**src/rtl/nco_tone_scheduler_pkg.sv**
```systemverilog
// Shared types for the NCO tone scheduler: sequencer state and phase-increment word.
package nco_tone_scheduler_pkg;

    typedef enum logic [0:0] {
        IDLE,
        DWELL
    } NCO_SCHED_STATE;

    typedef logic [31:0] PHASE_INC;

endpackage

```
**src/rtl/nco_tone_scheduler_sym_fifo.sv**
```systemverilog
// Small synchronous symbol FIFO with registered occupancy count (no fall-through).
module nco_tone_scheduler_sym_fifo #(
    parameter int unsigned DEPTH = 4,
    parameter int unsigned WIDTH = 2,
    localparam int unsigned PtrW = (DEPTH > 1) ? $clog2(DEPTH) : 1,
    localparam int unsigned CntW = $clog2(DEPTH + 1)
) (
    input  logic             ipClk,
    input  logic             ipReset,
    input  logic             ipPush,
    input  logic [WIDTH-1:0] ipData,
    input  logic             ipPop,
    output logic [WIDTH-1:0] opData,
    output logic             opFull,
    output logic             opEmpty,
    output logic [CntW-1:0]  opCount
);

    logic [WIDTH-1:0] mem [DEPTH];
    logic [PtrW-1:0]  wrPtrQ, rdPtrQ;
    logic [CntW-1:0]  countQ;
    logic             doPush, doPop;

    assign opFull  = (countQ == CntW'(DEPTH));
    assign opEmpty = (countQ == '0);
    assign opCount = countQ;
    assign opData  = mem[rdPtrQ];

    assign doPush = ipPush && !opFull;
    assign doPop  = ipPop && !opEmpty;

    always_ff @(posedge ipClk or negedge ipReset) begin
        if (!ipReset) begin
            wrPtrQ <= '0;
            rdPtrQ <= '0;
            countQ <= '0;
        end else begin
            if (doPush) wrPtrQ <= wrPtrQ + PtrW'(1);
            if (doPop) rdPtrQ <= rdPtrQ + PtrW'(1);
            unique case ({doPush, doPop})
                2'b10:   countQ <= countQ + CntW'(1);
                2'b01:   countQ <= countQ - CntW'(1);
                default: countQ <= countQ;
            endcase
        end
    end

    // Storage needs no reset; occupancy is tracked by the pointers and count.
    always_ff @(posedge ipClk) begin
        if (doPush) mem[wrPtrQ] <= ipData;
    end

endmodule

```
**src/rtl/nco_tone_scheduler.sv**
```systemverilog
// Symbol-driven NCO frequency sequencer: FIFO -> tone table -> dwell-timed phase increment.
module nco_tone_scheduler
    import nco_tone_scheduler_pkg::*;
#(
    parameter int unsigned TONES      = 4,
    parameter int unsigned SYM_W      = 2,
    parameter int unsigned FIFO_DEPTH = 4,
    parameter int unsigned DWELL_W    = 16
) (
    input  logic               ipClk,
    input  logic               ipReset,
    input  logic               ipEnable,
    input  logic               ipCfgWrite,
    input  logic [SYM_W-1:0]   ipCfgAddr,
    input  logic [31:0]        ipCfgData,
    input  logic [DWELL_W-1:0] ipDwell,
    input  logic [SYM_W-1:0]   ipSymbol,
    input  logic               ipSymbolValid,
    output logic               opSymbolReady,
    output logic [31:0]        opFrequency,
    output logic               opNcoReset,
    output logic               opSymbolStrobe,
    output logic               opBusy,
    output logic               opUnderrun
);

    localparam int unsigned CntW = $clog2(FIFO_DEPTH + 1);

    NCO_SCHED_STATE     stateQ, stateD;
    PHASE_INC           toneTable [TONES];
    PHASE_INC           freqQ;
    logic [DWELL_W-1:0] cntQ, dwellLoad;
    logic               strobeQ, underrunQ;
    logic               fifoFull, fifoEmpty;
    logic [CntW-1:0]    fifoCount;
    logic [SYM_W-1:0]   fifoData;
    logic               dwellDone, load;

    nco_tone_scheduler_sym_fifo #(
        .DEPTH (FIFO_DEPTH),
        .WIDTH (SYM_W)
    ) uSymFifo (
        .ipClk   (ipClk),
        .ipReset (ipReset),
        .ipPush  (ipSymbolValid),
        .ipData  (ipSymbol),
        .ipPop   (load),
        .opData  (fifoData),
        .opFull  (fifoFull),
        .opEmpty (fifoEmpty),
        .opCount (fifoCount)
    );

    assert property (@(posedge ipClk) disable iff (!ipReset) fifoEmpty == (fifoCount == '0));

    assign opSymbolReady = !fifoFull;
    assign dwellDone     = (stateQ == DWELL) && (cntQ == '0);
    assign load          = ipEnable && !fifoEmpty && ((stateQ == IDLE) || dwellDone);
    assign dwellLoad     = (ipDwell == '0) ? DWELL_W'(1) : ipDwell;

    always_ff @(posedge ipClk or negedge ipReset) begin
        if (!ipReset) stateQ <= IDLE;
        else          stateQ <= stateD;
    end

    always_comb begin
        stateD = stateQ;
        unique case (stateQ)
            IDLE:    if (load) stateD = DWELL;
            DWELL:   if (dwellDone && !load) stateD = IDLE;
            default: stateD = IDLE;
        endcase
    end

    always_comb begin
        opNcoReset = 1'b1;
        opBusy     = 1'b0;
        unique case (stateQ)
            DWELL: begin
                opNcoReset = 1'b0;
                opBusy     = 1'b1;
            end
            default: ;
        endcase
    end

    // Table read on a load sees the pre-write value when a config write lands on the same edge.
    always_ff @(posedge ipClk or negedge ipReset) begin
        if (!ipReset) begin
            cntQ      <= '0;
            freqQ     <= '0;
            strobeQ   <= 1'b0;
            underrunQ <= 1'b0;
        end else begin
            strobeQ   <= load;
            underrunQ <= dwellDone && ipEnable && fifoEmpty;
            if (load) begin
                freqQ <= toneTable[fifoData];
                cntQ  <= dwellLoad - DWELL_W'(1);
            end else if (dwellDone) begin
                freqQ <= '0;
            end else if (stateQ == DWELL) begin
                cntQ <= cntQ - DWELL_W'(1);
            end
        end
    end

    always_ff @(posedge ipClk or negedge ipReset) begin
        if (!ipReset) begin
            for (int unsigned i = 0; i < TONES; i++) toneTable[i] <= '0;
        end else if (ipCfgWrite) begin
            toneTable[ipCfgAddr] <= ipCfgData;
        end
    end

    assign opFrequency    = freqQ;
    assign opSymbolStrobe = strobeQ;
    assign opUnderrun     = underrunQ;

endmodule

```
**config.mk**
```make
export PLATFORM = sky130hd
export DESIGN_NAME = nco_tone_scheduler
export DESIGN_NICKNAME = d
export VERILOG_FILES = /design/src/rtl/nco_tone_scheduler_pkg.sv /design/src/rtl/nco_tone_scheduler_sym_fifo.sv /design/src/rtl/nco_tone_scheduler.sv
export SDC_FILE = /design/constraint.sdc
export NUM_CORES = 1
export LEC_CHECK = 0
export BUFFER_PORTS_ARGS = -buffer_cell sky130_fd_sc_hd__buf_4
export CAP_MARGIN = 0
export CORE_MARGIN = 2
export CORE_UTILIZATION = 59
export DETAILED_ROUTE_END_ITERATION = 8
export MAX_ROUTING_LAYER = met4
export PLACE_DENSITY = 0.89
export SLEW_MARGIN = 20
export SYNTH_ARGS = -nofsm -noshare
export SYNTH_HDL_FRONTEND = slang
export SYNTH_SLANG_ARGS = --single-unit
export TNS_END_PERCENT = 10
```
**constraint.sdc**
```tcl
create_clock -name ipClk -period 6.45 [get_ports ipClk]
set_clock_uncertainty 0.2 [all_clocks]
set_input_delay 0.645 -clock ipClk [delete_from_list [all_inputs] [get_ports ipClk]]
set_output_delay 0.645 -clock ipClk [all_outputs]
set_load 0.005 [all_outputs]
```
==> results of run 1 <==
flip-flops by register name, indices dropped and copies added, names as in the netlist:
signal / flops
uSymFifo.opCount: 3
cntQ: 16
uSymFifo.rdPtrQ: 2
opSymbolStrobe: 1
opUnderrun: 1
uSymFifo.mem: 8
opFrequency: 32
toneTable: 128
uSymFifo.wrPtrQ: 2
stateQ: 1
routing by layer:
layer / vias to the layer above / wire [um] / global-route usage [%]
met2: 168 / 10150 / 44.39
met1: 2975 / 8398 / 34.82
li1: 2510 / - / -
met5: - / 0 / -
met3: 44 / 839 / 5.055
met4: 0 / 444 / 9.179
power groups by stage:
stage	clock (mW)	combinational, mW	sequential, mW
final	0.938	1.17	1.77
after CTS	0.944	1.18	1.77
after detailed placement	0	1.16	1.79
after global routing	0.995	1.27	1.81
after global placement	0	1.12	1.75
after floorplan	0	0.802	1.72
per-stage QoR:
step           total power [mW]  setup slack [ns]  instances  hold WS [ns]
6_report                  3.877             1.122        901        0.1412
5_1_grt                   4.075            0.7608        901        0.1975
4_1_cts                   3.890             1.160        900        0.1986
3_5_place_dp              2.950             1.174        871        0.2885
3_3_place_gp              2.870             1.327        871        0.2809
2_1_floorplan             2.522             1.775        618        0.1494
worst max-delay path, stage by stage (launching register included):
cell                       delay, ns
sky130_fd_sc_hd__dfrtp_1        0.45
sky130_fd_sc_hd__or4_1          0.56
sky130_fd_sc_hd__or4_4          0.54
sky130_fd_sc_hd__o21ai_4        0.44
sky130_fd_sc_hd__nand2_4        0.18
sky130_fd_sc_hd__clkinv_4       0.41
sky130_fd_sc_hd__mux2i_1        0.25
sky130_fd_sc_hd__ha_1           0.39
sky130_fd_sc_hd__or4b_2         0.69
sky130_fd_sc_hd__or4_1          0.51
sky130_fd_sc_hd__nor4_1         0.31
sky130_fd_sc_hd__nand2_1        0.10
sky130_fd_sc_hd__nand2_1        0.07
sky130_fd_sc_hd__a31oi_1        0.09
cells by family after synthesis:
family,share of synthesized area (%)
AND/OR/NAND/NOR,6.781
AO/OA/AOI/OAI,7.110
multiplexers,26.17
XOR/XNOR,1.001
buffers and inverters,1.888
flip-flops,55.97
adder cells (fa/ha/maj),1.087
area by class of cell:
type	count	area share (%)
Multi-Input combinational cell	383	36.51
Inverter	12	0.4929
Timing Repair Buffer	99	7.578
Clock buffer	22	4.571
Tap cell	184	2.267
Sequential cell	194	48.20
Clock inverter	7	0.3820
how the worst max path moves through the flow:
stage               startpoint  endpoint  slack, ns
floorplan             cntQ[13]  cntQ[14]       1.78
global placement      cntQ[13]  cntQ[14]       1.33
detailed placement    cntQ[13]  cntQ[14]       1.17
CTS                   cntQ[13]  cntQ[14]       1.16
global route           cntQ[2]  cntQ[14]       0.76
finish                cntQ[13]  cntQ[14]       1.12
synth_stat cells, drive strengths merged, types with 6 or more instances:
cell / count
a21oi: 15
and3: 6
nor2: 21
o21ai: 13
ha: 6
clkbuf: 20
a22o: 32
inv: 11
dfrtp: 186
nand2: 29
buf: 9
nand3: 7
nor4: 7
edfxtp: 8
mux4: 34
mux2: 129
nor3: 12
mux2i: 7
==> impl.org, run 1 <==
** Global route
- Pin count of the biggest net entering global routing :: 124
- GR Overflow Total :: 0
- Number of global-route vias before repair :: 6,073
- Global-route wire length before repair :: 32.20 mm
- Total global routing track utilization :: 27.17%
- The initial antenna violation count was 0.

** Finish
- Layout cells sized above 1 :: 41.70%
- With fillers left out, the area of the finished cells amounts to 10,150 um2.
- Fraction of the core area covered by cells at the end of the flow :: 69.87%
- Register area :: 4895 um2
- Fill cells in the final layout number 995.
- The multi-input combinational cells in the finished layout cover a total of 3707 um2.
- From synthesis to final layout, the design area changed by 16.11%.
- Ant diodes :: 0
- Most common cell after layout, fill and taps aside :: sky130_fd_sc_hd__dfrtp_1
- In the layout the commonest cells are sky130_fd_sc_hd__dfrtp_1 (186), sky130_fd_sc_hd__mux2_2 (129), sky130_fd_sc_hd__buf_4 (97), sky130_fd_sc_hd__mux4_2 (34), sky130_fd_sc_hd__a22o_1 (32).
- The net count of the finished layout is 771.

** Route
- Count of TritonRoute iterations in the first routing pass :: 5
- Sum of routed wire length over all layers :: 19.83 mm
- Via total after detailed routing :: 5,697
- Dividing the detail-routed via count by the number of cells gives 6.323.
- Final routed DRC violation total :: 0
- Detailed-route wire length per cell :: 22.01 um
- Number of violations reported at the end of detailed-routing iteration 0 :: 409
- The count of nets left with antenna violations once routing finished came out at 0.

** Flow run
- Across the run, the number of max-cap violations was 0.

** Critical path
- Category of the critical setup timing path :: flop to flop
- Required time at the endpoint of the critical path :: 6.57 ns
- The worst register-to-register path has a depth of 13.
- STA classifies the critical path startpoint as a flop.
- The worst register-to-register path begins at cntQ[13].
- Crit path DAT :: 5.45 ns
- The worst register-to-register path ends at cntQ[14].
- The setup check on the worst reg-to-reg path leaves a slack of 1.12 ns.
- Largest fanout of any net on the critical path :: 54
- Crit. End Element :: flop

** STA
- Summed over all failing endpoints, the final setup total negative slack is 0 ns.
- Number of slew-limit violations in the final report :: 0
- Tmin final :: 5.328 ns
- Final setup violation count :: 0
- Transition at the pin with the smallest max-transition slack :: 1.034 ns
- Hold Vio Cnt, Final :: 0
- Setup repair after global routing missed its margin :: false
- Slew HR :: 30.51%
- Based on the critical path, the design can be clocked at up to 187.7 MHz.
- The worst path uses 82.60% of the clock period.

** Clock tree
- Post-CTS clock slew at the launch and capture registers of the worst setup and hold paths :: 0.07 ns
- Clock insertion delay at the later pin of the skew report :: 0.44 ns
- The clock tree synthesis step divided the H-tree into 4 levels.
- In this run the post-CTS setup repair buffer count came out at 0.
- Clock tree synthesis selected as its root buffer the cell sky130_fd_sc_hd__clkbuf_16.
- Once the clock tree was built, the resizer swapped 0 gates to a different size.
- Counting the buffers created by CTS gives 17.
- CTS saw 194 sinks.
- The longest clock path from root to sink contains 2 buffers.
- TritonCTS clock tree :: done
- Hold buffer count at cts :: 0

** Floorplanning
- The floorplan has 44 rows.
- Height of the die :: 125.8 um
- Once the floorplan was initialized, standard cells occupied 60.18% of the core.
- 94 I/O pins were placed.
- Core area :: 14,530 um2
- Measured along the x axis, the die boundary spans 125.8 um.
- The die covers 15,810 um2.

** Logic synthesis
- Number of warnings printed during yosys synthesis :: 0
- Share of flip-flops with an asynchronous set or reset :: 95.88%
- Mapped Cells :: 618
- Synthesis produced a netlist with a net count of 682.
- In the synthesized netlist the dominant register cell turns out to be sky130_fd_sc_hd__dfrtp_1.
- Number of storage elements in the synthesis netlist :: 194
- Summing every instance area after synthesis gives 8746 um2.
- Number of flops mapped to enable cells by yosys :: 8
- Number of different library cells in the post-synthesis netlist :: 55
- Area leader, netlist :: sky130_fd_sc_hd__dfrtp_1
- Of the synthesized area, sequential elements account for 55.97%.
- Syn Area/Cell :: 14.15 um2
- Synth top area share :: 53.22%
- After synthesis, the cell types taking the most area are sky130_fd_sc_hd__dfrtp_1 (53%), sky130_fd_sc_hd__mux2_2 (17%), sky130_fd_sc_hd__mux4_2 (8.8%).

** Power and ir drop
- The share of total power dissipated in sequential elements is 45.8%.
- The share of total power dissipated in combinational logic is 30.0%.
- The internal portion of the total power is 2.725 mW.
- Leak Pwr :: 4.423 nW
- Part of the power in the clock network :: 24.2%
- Dividing total power by cell area gives a power density of 381.8 nW/um2.
- The analysis attributes to net switching a power of 1.152 mW.
- Fraction of power spent switching nets :: 29.72%
- Worst vdd rail ir drop :: 0.2844 mV

** Hold path
- Path class of the lowest-slack min-delay path :: input port to async pin

** Placement
- Instance area after placement :: 9622 um2
- Gp weighted congestion :: 0.8720
- Detailed placement ended at an HPWL of 12.36 mm.
- Number of I/O port buffers :: 93

** Outcome
- The flow ran to the end, and the final reports show no timing, DRC or antenna violations.
No activity file was read; power rests on OpenSTA's default activity.
==> inputs of run 2 (changes only) <==
--- a/config.mk
+++ b/config.mk
@@ -8,10 +8,10 @@
 export BUFFER_PORTS_ARGS = -buffer_cell sky130_fd_sc_hd__buf_4
 export CAP_MARGIN = 0
 export CORE_MARGIN = 2
-export CORE_UTILIZATION = 59
+export CORE_UTILIZATION = 53
 export DETAILED_ROUTE_END_ITERATION = 8
 export MAX_ROUTING_LAYER = met4
-export PLACE_DENSITY = 0.89
+export PLACE_DENSITY = 0.85
 export SLEW_MARGIN = 20
 export SYNTH_ARGS = -nofsm -noshare
 export SYNTH_HDL_FRONTEND = slang
==> constraint.sdc (replaced) <==
create_clock -name ipClk -period 4.51 [get_ports ipClk]
set_clock_uncertainty 0.2 [all_clocks]
set_input_delay 0.451 -clock ipClk [delete_from_list [all_inputs] [get_ports ipClk]]
set_output_delay 0.451 -clock ipClk [all_outputs]
set_load 0.005 [all_outputs]
==> run 2 against run 1 <==
  * Core utilization is 5.1 points lower
  * Design area grew 2.0%
  * Wire length is 0.24% lower
  * Sequential share of layout area shrank 0.94 points
  * Register-to-register slack lost 0.92 ns
  * Sequential power rose by 44%
==> impl.org, run 2 (synthesis gave the netlist of run 1 again) <==
** Placement
- Gp weighted congestion :: 0.8295 (was 0.8720)
- The standard cell area after detailed placement came to 9722 um2 (was 9622 um2).
- The placed instance count came to 908 (was 871).
- Post-DP HPWL :: 12.91 mm (was 12.36 mm)
- The quantity of I/O buffers inserted on ports was 93 (unchanged).

** Finish
- The area taken by multi-input logic gates came to 3722 um2 (was 3707 um2).
- The antenna diode count is 0 (unchanged).
- Register with the most flip-flops :: toneTable (unchanged)
- # fillers :: 1,140 (was 995)
- The layout overhead on the synthesized area is 18.43% (was 16.11%).
- Layout cells sized above 1 :: 43.11% (was 41.70%)
- The number of flip-flops under the largest register name was 128 (unchanged).
- Post-layout instance count excluding filler cells :: 942 (was 901)
- Register area :: 4895 um2 (unchanged)
- Most common cell after layout, fill and taps aside :: sky130_fd_sc_hd__dfrtp_1 (unchanged)
- The post-route standard cell area excluding fillers came to 10,360 um2 (was 10,150 um2).
- Leading cell types in the layout, fill and taps excluded: sky130_fd_sc_hd__dfrtp_1 (186), sky130_fd_sc_hd__mux2_2 (129), sky130_fd_sc_hd__buf_4 (101), sky130_fd_sc_hd__mux4_2 (34), sky130_fd_sc_hd__a22o_1 (32) (was sky130_fd_sc_hd__dfrtp_1 (186), sky130_fd_sc_hd__mux2_2 (129), sky130_fd_sc_hd__buf_4 (97), sky130_fd_sc_hd__mux4_2 (34), sky130_fd_sc_hd__a22o_1 (32)).
- The final net count is 777 (was 771).

** STA
- Transition at the pin with the smallest max-transition slack :: 1.027 ns (was 1.034 ns)
- Timing-limited maximum frequency :: 231.9 MHz (was 187.7 MHz)
- The final-report max-slew violation count came to 0 (unchanged).
- Setup repair after global routing missed its margin: false (unchanged).
- The relative max-transition margin is 31.53% (was 30.51%).
- The count of endpoints failing hold in the final timing report was 0 (unchanged).
- Final setup TNS :: 0 ns (unchanged)
- Final setup violation count :: 0 (unchanged)
- The final worst-path cycle share came to 95.59% (was 82.60%).
- The minimum clock period is 4.311 ns (was 5.328 ns).

** Clock tree
- Total clock sinks :: 194 (unchanged)
- TritonCTS buffer count :: 17 (unchanged)
- Clock Path Buffers :: 2 (unchanged)
- The CTS tree is done (unchanged).
- The clock-pin slew of the registers on the worst-case setup and hold paths is 0.07 ns (about the same).
- Count of H-tree levels built during CTS :: 4 (unchanged)
- Root buffer cell :: sky130_fd_sc_hd__clkbuf_16 (unchanged)
- Clock insertion delay at the later pin of the skew report :: 0.43 ns (was 0.44 ns)
- The number of setup buffers added after CTS came to 0 (unchanged).

** Global route
- Total global routing track utilization :: 24.34% (was 27.17%)
- Number of global-route vias before repair :: 6,195 (was 6,073)
- Pin count of the biggest net entering global routing :: 106 (was 124)
- GR Overflow Total :: 0 (unchanged)
- Global-route wire length before repair :: 32.21 mm (was 32.20 mm)
- Number of antenna violations at the first check in global routing :: 0 (unchanged)

** Floorplanning
- Boundary Pins :: 94 (unchanged)
- The full die area came to 17,550 um2 (was 15,810 um2).
- Row cnt :: 46 (was 44)
- The starting density of the core is 54.66% (was 60.18%).
- The placeable core region came to 16,000 um2 (was 14,530 um2).
- Height of the die :: 132.5 um (was 125.8 um)
- Die X :: 132.5 um (was 125.8 um)

** Critical path
- The critical path startpoint category was a flop (unchanged).
- Crit. End Element :: flop (unchanged)
- The startpoint of the lowest-slack register-to-register path was cntQ[13] (unchanged).
- Largest fanout of any net on the critical path :: 8 (was 54)
- The worst setup path startpoint was cntQ[13] (unchanged).
- The critical path arrival came to 4.42 ns (was 5.45 ns).
- The class of the most critical setup path is flop to flop (unchanged).
- Required time at the endpoint of the critical path :: 4.62 ns (was 6.57 ns)

** Route
- The average wire per cell in the routed design came to 21.00 um (was 22.01 um).
- Detailed-route vias per instance :: 6.041 (was 6.323)
- The number of nets with antenna violations after detailed routing was 0 (unchanged).
- The total via count in the routed design came to 5,691 (was 5,697).
- Number of violations reported at the end of detailed-routing iteration 0 :: 417 (was 409)
- Count of TritonRoute iterations in the first routing pass :: 5 (unchanged)
- Final routed DRC violation total :: 0 (unchanged)
- Sum of routed wire length over all layers :: 19.78 mm (was 19.83 mm)

** Power and ir drop
- The maximum ir drop on the vdd rail was 0.3824 mV (was 0.2844 mV).
- The leakage power figure came to 4.496 nW (was 4.423 nW).
- Total power divided by cell area :: 549.0 nW/um2 (was 381.8 nW/um2)

** Hold path
- The class of the tightest hold or removal check is input port to flop (was input port to async pin).
- Worst hold path startpoint :: ipSymbol[1]

** Outcome
- Run status: finished clean (unchanged).

** Flow run
- The max capacitance violation total is 0 (unchanged).
run 2: layout make-up:
type	count	area share [%]
clock buffer	22	4.772
timing repair buffer	105	7.985
clock inverter	10	0.9543
sequential	194	47.26
multi-input combinational	383	35.94
tap	216	2.609
inverter	12	0.4832
run 2: repair_timing:
| item | in CTS | in global routing |
|---|---|---|
| endpoints found under the hold margin | 34 | 0 |
| resized for setup | 0 | 0 |
| hold buffers | 1 | 0 |
run 2: final timing paths:
path / depth (start not counted) / to / slack [ns]
min in group asynchronous: 2 / toneTable[38] / 0.51
hold reg to reg: 1 / toneTable[57] / 0.30
max in group asynchronous: 3 / toneTable[55] / 2.60
hold / removal: 1 / uSymFifo.mem[2][1] / 0.03
setup / recovery: 13 / cntQ[12] / 0.20
setup reg to reg: 13 / cntQ[12] / 0.20
run 2: metal layers:
| metal | track usage, % | share of wire (%) | wire (um) |
|---|---|---|---|
| met4 | 8.542 | 2.3 | 452 |
| met5 | - | 0 | 0 |
| met1 | 29.89 | 41 | 8124 |
| met3 | 4.943 | 4.4 | 879 |
| met2 | 40.44 | 52 | 10320 |
run 2: power by group:
part | internal (mW) | switching, mW
Clock | 0.840 | 0.652
Combinational | 0.979 | 0.680
Sequential | 2.20 | 0.330
Total | 4.02 | 1.66
run 2: worst max-delay path, stage by stage, from the launching register on:
cell	delay (ns)
sky130_fd_sc_hd__dfrtp_1	0.44
sky130_fd_sc_hd__or4_1	0.55
sky130_fd_sc_hd__or4_4	0.53
sky130_fd_sc_hd__o21ai_4	0.17
sky130_fd_sc_hd__nand2_4	0.13
sky130_fd_sc_hd__clkinv_4	0.08
sky130_fd_sc_hd__mux2i_1	0.19
sky130_fd_sc_hd__ha_1	0.19
sky130_fd_sc_hd__or4b_2	0.67
sky130_fd_sc_hd__or4_4	0.47
sky130_fd_sc_hd__nor2_1	0.12
sky130_fd_sc_hd__mux2i_1	0.11
sky130_fd_sc_hd__a21oi_1	0.23
sky130_fd_sc_hd__o211ai_1	0.11
run 2: through the flow:
stage               power [mW]  utilization [%]  hold slack [ns]  worst slack (ns)
floorplan                3.609                -         -0.04459           0.01360
global placement         4.109            60.76           0.2808            0.3846
detailed placement       4.230            60.76           0.2881            0.2774
CTS                      5.725            64.53          0.01466            0.2214
global route             5.996            64.73          0.02155           0.05905
finish                   5.686            64.73          0.02648            0.1987
==> inputs of run 3 (changes only) <==
--- a/config.mk
+++ b/config.mk
@@ -6,12 +6,12 @@
 export NUM_CORES = 1
 export LEC_CHECK = 0
 export BUFFER_PORTS_ARGS = -buffer_cell sky130_fd_sc_hd__buf_4
-export CAP_MARGIN = 0
+export CAP_MARGIN = 10
 export CORE_MARGIN = 2
-export CORE_UTILIZATION = 53
+export CORE_UTILIZATION = 59
 export DETAILED_ROUTE_END_ITERATION = 8
 export MAX_ROUTING_LAYER = met4
-export PLACE_DENSITY = 0.85
+export PLACE_DENSITY = 0.89
 export SLEW_MARGIN = 20
 export SYNTH_ARGS = -nofsm -noshare
 export SYNTH_HDL_FRONTEND = slang
==> constraint.sdc (replaced) <==
create_clock -name ipClk -period 4 [get_ports ipClk]
set_clock_uncertainty 0.2 [all_clocks]
set_input_delay 0.4 -clock ipClk [delete_from_list [all_inputs] [get_ports ipClk]]
set_output_delay 0.4 -clock ipClk [all_outputs]
set_load 0.005 [all_outputs]
==> run 3 against run 2 <==
  * Final cell count down 2.3%
  * Design area up 0.86%
  * Wire length up 5.2%
  * Sequential share of layout area down 0.40 points
  * Combinational power up 19%
  * Non-clock buffer count up 10
  * Fmax up 10%
  * Sequential cell count unchanged
  * Largest power group unchanged
==> impl.org, run 3 (synthesis gave the netlist of run 1 again) <==
** Route
- The wire length after detailed routing came to 20.82 mm (was 19.78 mm).
- Number of violations reported at the end of detailed-routing iteration 0 :: 529 (was 417)
- The number of nets with antenna violations after detailed routing came to 0 (unchanged).
- Detailed-route wire length per cell :: 22.63 um (was 21.00 um)
- The post-detailed-route via-to-cell ratio came to 6.378 (was 6.041).
- Final routed DRC violation total :: 0 (unchanged)
- Count of TritonRoute iterations in the first routing pass :: 5 (unchanged)
- The total via count in the routed design is 5,868 (was 5,691).

** Clock tree
- TritonCTS clock tree :: done (unchanged)
- Clock Path Buffers :: 2 (unchanged)
- Count of H-tree levels built during CTS :: 4 (unchanged)
- The clock-pin slew of the registers on the worst-case setup and hold paths was 0.07 ns (about the same).
- Clock insertion delay at the later pin of the skew report :: 0.43 ns (about the same)
- The buffer cell driving the clock tree root is sky130_fd_sc_hd__clkbuf_16 (unchanged).
- TritonCTS buffer count :: 17 (unchanged)
- Total clock sinks :: 194 (unchanged)

** Floorplanning
- Die X :: 125.8 um (was 132.5 um)
- Height of the die :: 125.8 um (was 132.5 um)
- The starting density of the core came to 60.18% (was 54.66%).
- Die Footprint :: 15,810 um2 (was 17,550 um2)
- Core area :: 14,530 um2 (was 16,000 um2)
- The number of top-level design ports was 94 (unchanged).
- Row cnt :: 44 (was 46)

** Placement
- The quantity of I/O buffers inserted on ports was 93 (unchanged).
- Post-place setup slack :: 0.009937 ns (was 0.2774 ns)
- The global placer's final weighted congestion was 0.8780 (was 0.8295).
- The placed instance count was 881 (was 908).
- The detailed placement HPWL is 13.02 mm (was 12.91 mm).

** Global route
- The maximum number of pins on one net before global-route repair was 111 (was 106).
- GR Overflow Total :: 0 (unchanged)
- The initial antenna violation count was 0 (unchanged).
- The number of global-route vias before repair was 6,278 (was 6,195).
- Global-route wire length before repair :: 33.87 mm (was 32.21 mm)
- The total routing resource utilization after global routing came to 28.25% (was 24.34%).

** Power and ir drop
- The total design power is 6.597 mW (was 5.686 mW).
- Worst vdd rail ir drop :: 0.3489 mV (was 0.3824 mV)
- The leakage power figure came to 4.562 nW (was 4.496 nW).
- The power per unit of standard cell area was 631.5 nW/um2 (was 549.0 nW/um2).

** Finish
- The count of filler cells inserted in the layout was 920 (was 1,140).
- The number of flip-flops under the largest register name is 128 (unchanged).
- Number of nets at the end of the flow :: 787 (was 777)
- The layout overhead on the synthesized area came to 19.44% (was 18.43%).
- Register area :: 4895 um2 (unchanged)
- The most common cell after layout, fill and taps aside is sky130_fd_sc_hd__dfrtp_1 (unchanged).
- The fraction of final layout cells with drive strength greater than 1 came to 43.48% (was 43.11%).
- The largest register by flop count was toneTable (unchanged).
- The number of standard cells in the layout, taps in and fillers out was 920 (was 942).
- Area taken by multi-input logic gates :: 3725 um2 (was 3722 um2)
- Ant diodes :: 0 (unchanged)
- Fraction of the core area covered by cells at the end of the flow :: 71.88% (was 64.73%)
- Leading cell types in the layout, fill and taps excluded: sky130_fd_sc_hd__dfrtp_1 (186), sky130_fd_sc_hd__mux2_2 (129), sky130_fd_sc_hd__buf_4 (107), sky130_fd_sc_hd__mux4_2 (34), sky130_fd_sc_hd__a22o_1 (32) (was sky130_fd_sc_hd__dfrtp_1 (186), sky130_fd_sc_hd__mux2_2 (129), sky130_fd_sc_hd__buf_4 (101), sky130_fd_sc_hd__mux4_2 (34), sky130_fd_sc_hd__a22o_1 (32)).

** STA
- Hold Vio Cnt, Final :: 0 (unchanged)
- The final worst slack came to 0.08390 ns (was 0.1987 ns).
- Tmin final :: 3.916 ns (was 4.311 ns)
- Setup repair after global routing missed its margin: true (was false).
- Timing-limited maximum frequency :: 255.4 MHz (was 231.9 MHz)
- The final-report max-slew violation count came to 0 (unchanged).
- Part of the cycle the worst path needs :: 97.90% (was 95.59%)
- Final setup violation count :: 0 (unchanged)
- Slew HR :: 29.41% (was 31.53%)
- Transition at the pin with the smallest max-transition slack :: 1.050 ns (was 1.027 ns)

** Critical path
- Crit. End Element :: flop (unchanged)
- Category of the critical setup timing path :: flop to flop (unchanged)
- Crit path DAT :: 4.02 ns (was 4.42 ns)
- Crit path largest cell delay :: 0.54 ns (was 0.67 ns)
- The number of cells traversed by the worst register-to-register path was 13 (unchanged).
- Required time at the endpoint of the critical path :: 4.11 ns (was 4.62 ns)
- Ordered list of cells on the worst path: or4_4 -> or4_4 -> o21ai_4 -> nand2_4 -> clkinv_4 -> mux2i_1 -> ha_1 -> or4b_4 -> or4_4 -> nor2_1 -> mux2i_1 -> a21oi_1 -> o211ai_1 (was or4_1 -> or4_4 -> o21ai_4 -> nand2_4 -> clkinv_4 -> mux2i_1 -> ha_1 -> or4b_2 -> or4_4 -> nor2_1 -> mux2i_1 -> a21oi_1 -> o211ai_1).
- Among the stages of the critical path, the cell type that occurs most often is sky130_fd_sc_hd__or4_4.
- Slowest cell on crit path :: sky130_fd_sc_hd__or4_4 (was sky130_fd_sc_hd__or4b_2)
- Largest fanout of any net on the critical path :: 6 (was 8)
- Element type at the critical path start :: flop (unchanged)

** Flow run
- The max capacitance violation total is 0 (unchanged).

** Hold path
- The class of the tightest hold or removal check is input port to flop (unchanged).
- Number of instances on the worst hold path :: 2 (was 1)

** Outcome
- Run status: finished clean (unchanged).
## run 3: changes by cell type in the layout (fill, tap and decap cells not counted), sizes merged
| cell | previous run | this run |
|---|---|---|
| buf | 104 | 111 |
| bufinv | 1 | 3 |
| inv | 13 | 16 |
| dlygate4sd3 | 1 | 3 |
| clkinv | 6 | 4 |
| clkbuf | 22 | 20 |
## run 3: layer usage
layer | global-route usage (%) | share of wire [%]
met2 | 45.95 | 51
met1 | 35.56 | 40
met5 | - | 0
met4 | 11.89 | 3.4
met3 | 4.885 | 4.9
## run 3: area by class of cell
| cell class | count | share of cell area, % |
|---|---|---|
| clock buffers | 19 | 4.240 |
| clock inverters | 13 | 1.665 |
| inverters | 12 | 0.4791 |
| multi-input cells | 383 | 35.66 |
| flip-flops and latches | 194 | 46.86 |
| well taps | 184 | 2.204 |
| repair buffers | 115 | 8.899 |
## run 3: power by group
group          internal [mW]  total (mW)  switching, mW
clock                   1.01        1.77          0.757
sequential              2.49        2.85          0.367
combinational           1.15        1.97          0.819
## run 3: path summary, 6_finish.rpt
kind | from | to | slack (ns)
worst max-delay path | cntQ[11] | cntQ[12] | 0.08
worst min-delay path | ipCfgData[4] | toneTable[100] | 0.02
worst max register to register | cntQ[11] | cntQ[12] | 0.08
worst min register to register | toneTable[61] | toneTable[61] | 0.30
max in group asynchronous | ipReset | toneTable[77] | 2.15
min in group asynchronous | ipReset | cntQ[4] | 0.40
## run 3: through the flow
stage	instance area (um2)	hold WS, ns	TNS, ns
after global routing	10450	0.01485	-0.08734
after global placement	9728	0.2816	0
after CTS	10390	0.01382	0
after detailed placement	9743	0.2885	0
final	10450	0.02371	0
after floorplan	8782	-0.09559	-0.4013
## run 3: repair_timing
action	CTS	global route
setup buffers	0	3
endpoints found under the setup margin	0	3
hold endpoints to repair	116	0
hold buffers	3	0
gates resized for setup	0	1
## run 3: critical path, delay by kind of cell (launching register included)
family	cells	cell delay, ns
flip-flops	1	0.40
AO/OA/AOI/OAI	3	0.42
buffers and inverters	1	0.07
AND/OR/NAND/NOR	6	2.20
multiplexers	2	0.31
adder cells (fa/ha/maj)	1	0.19
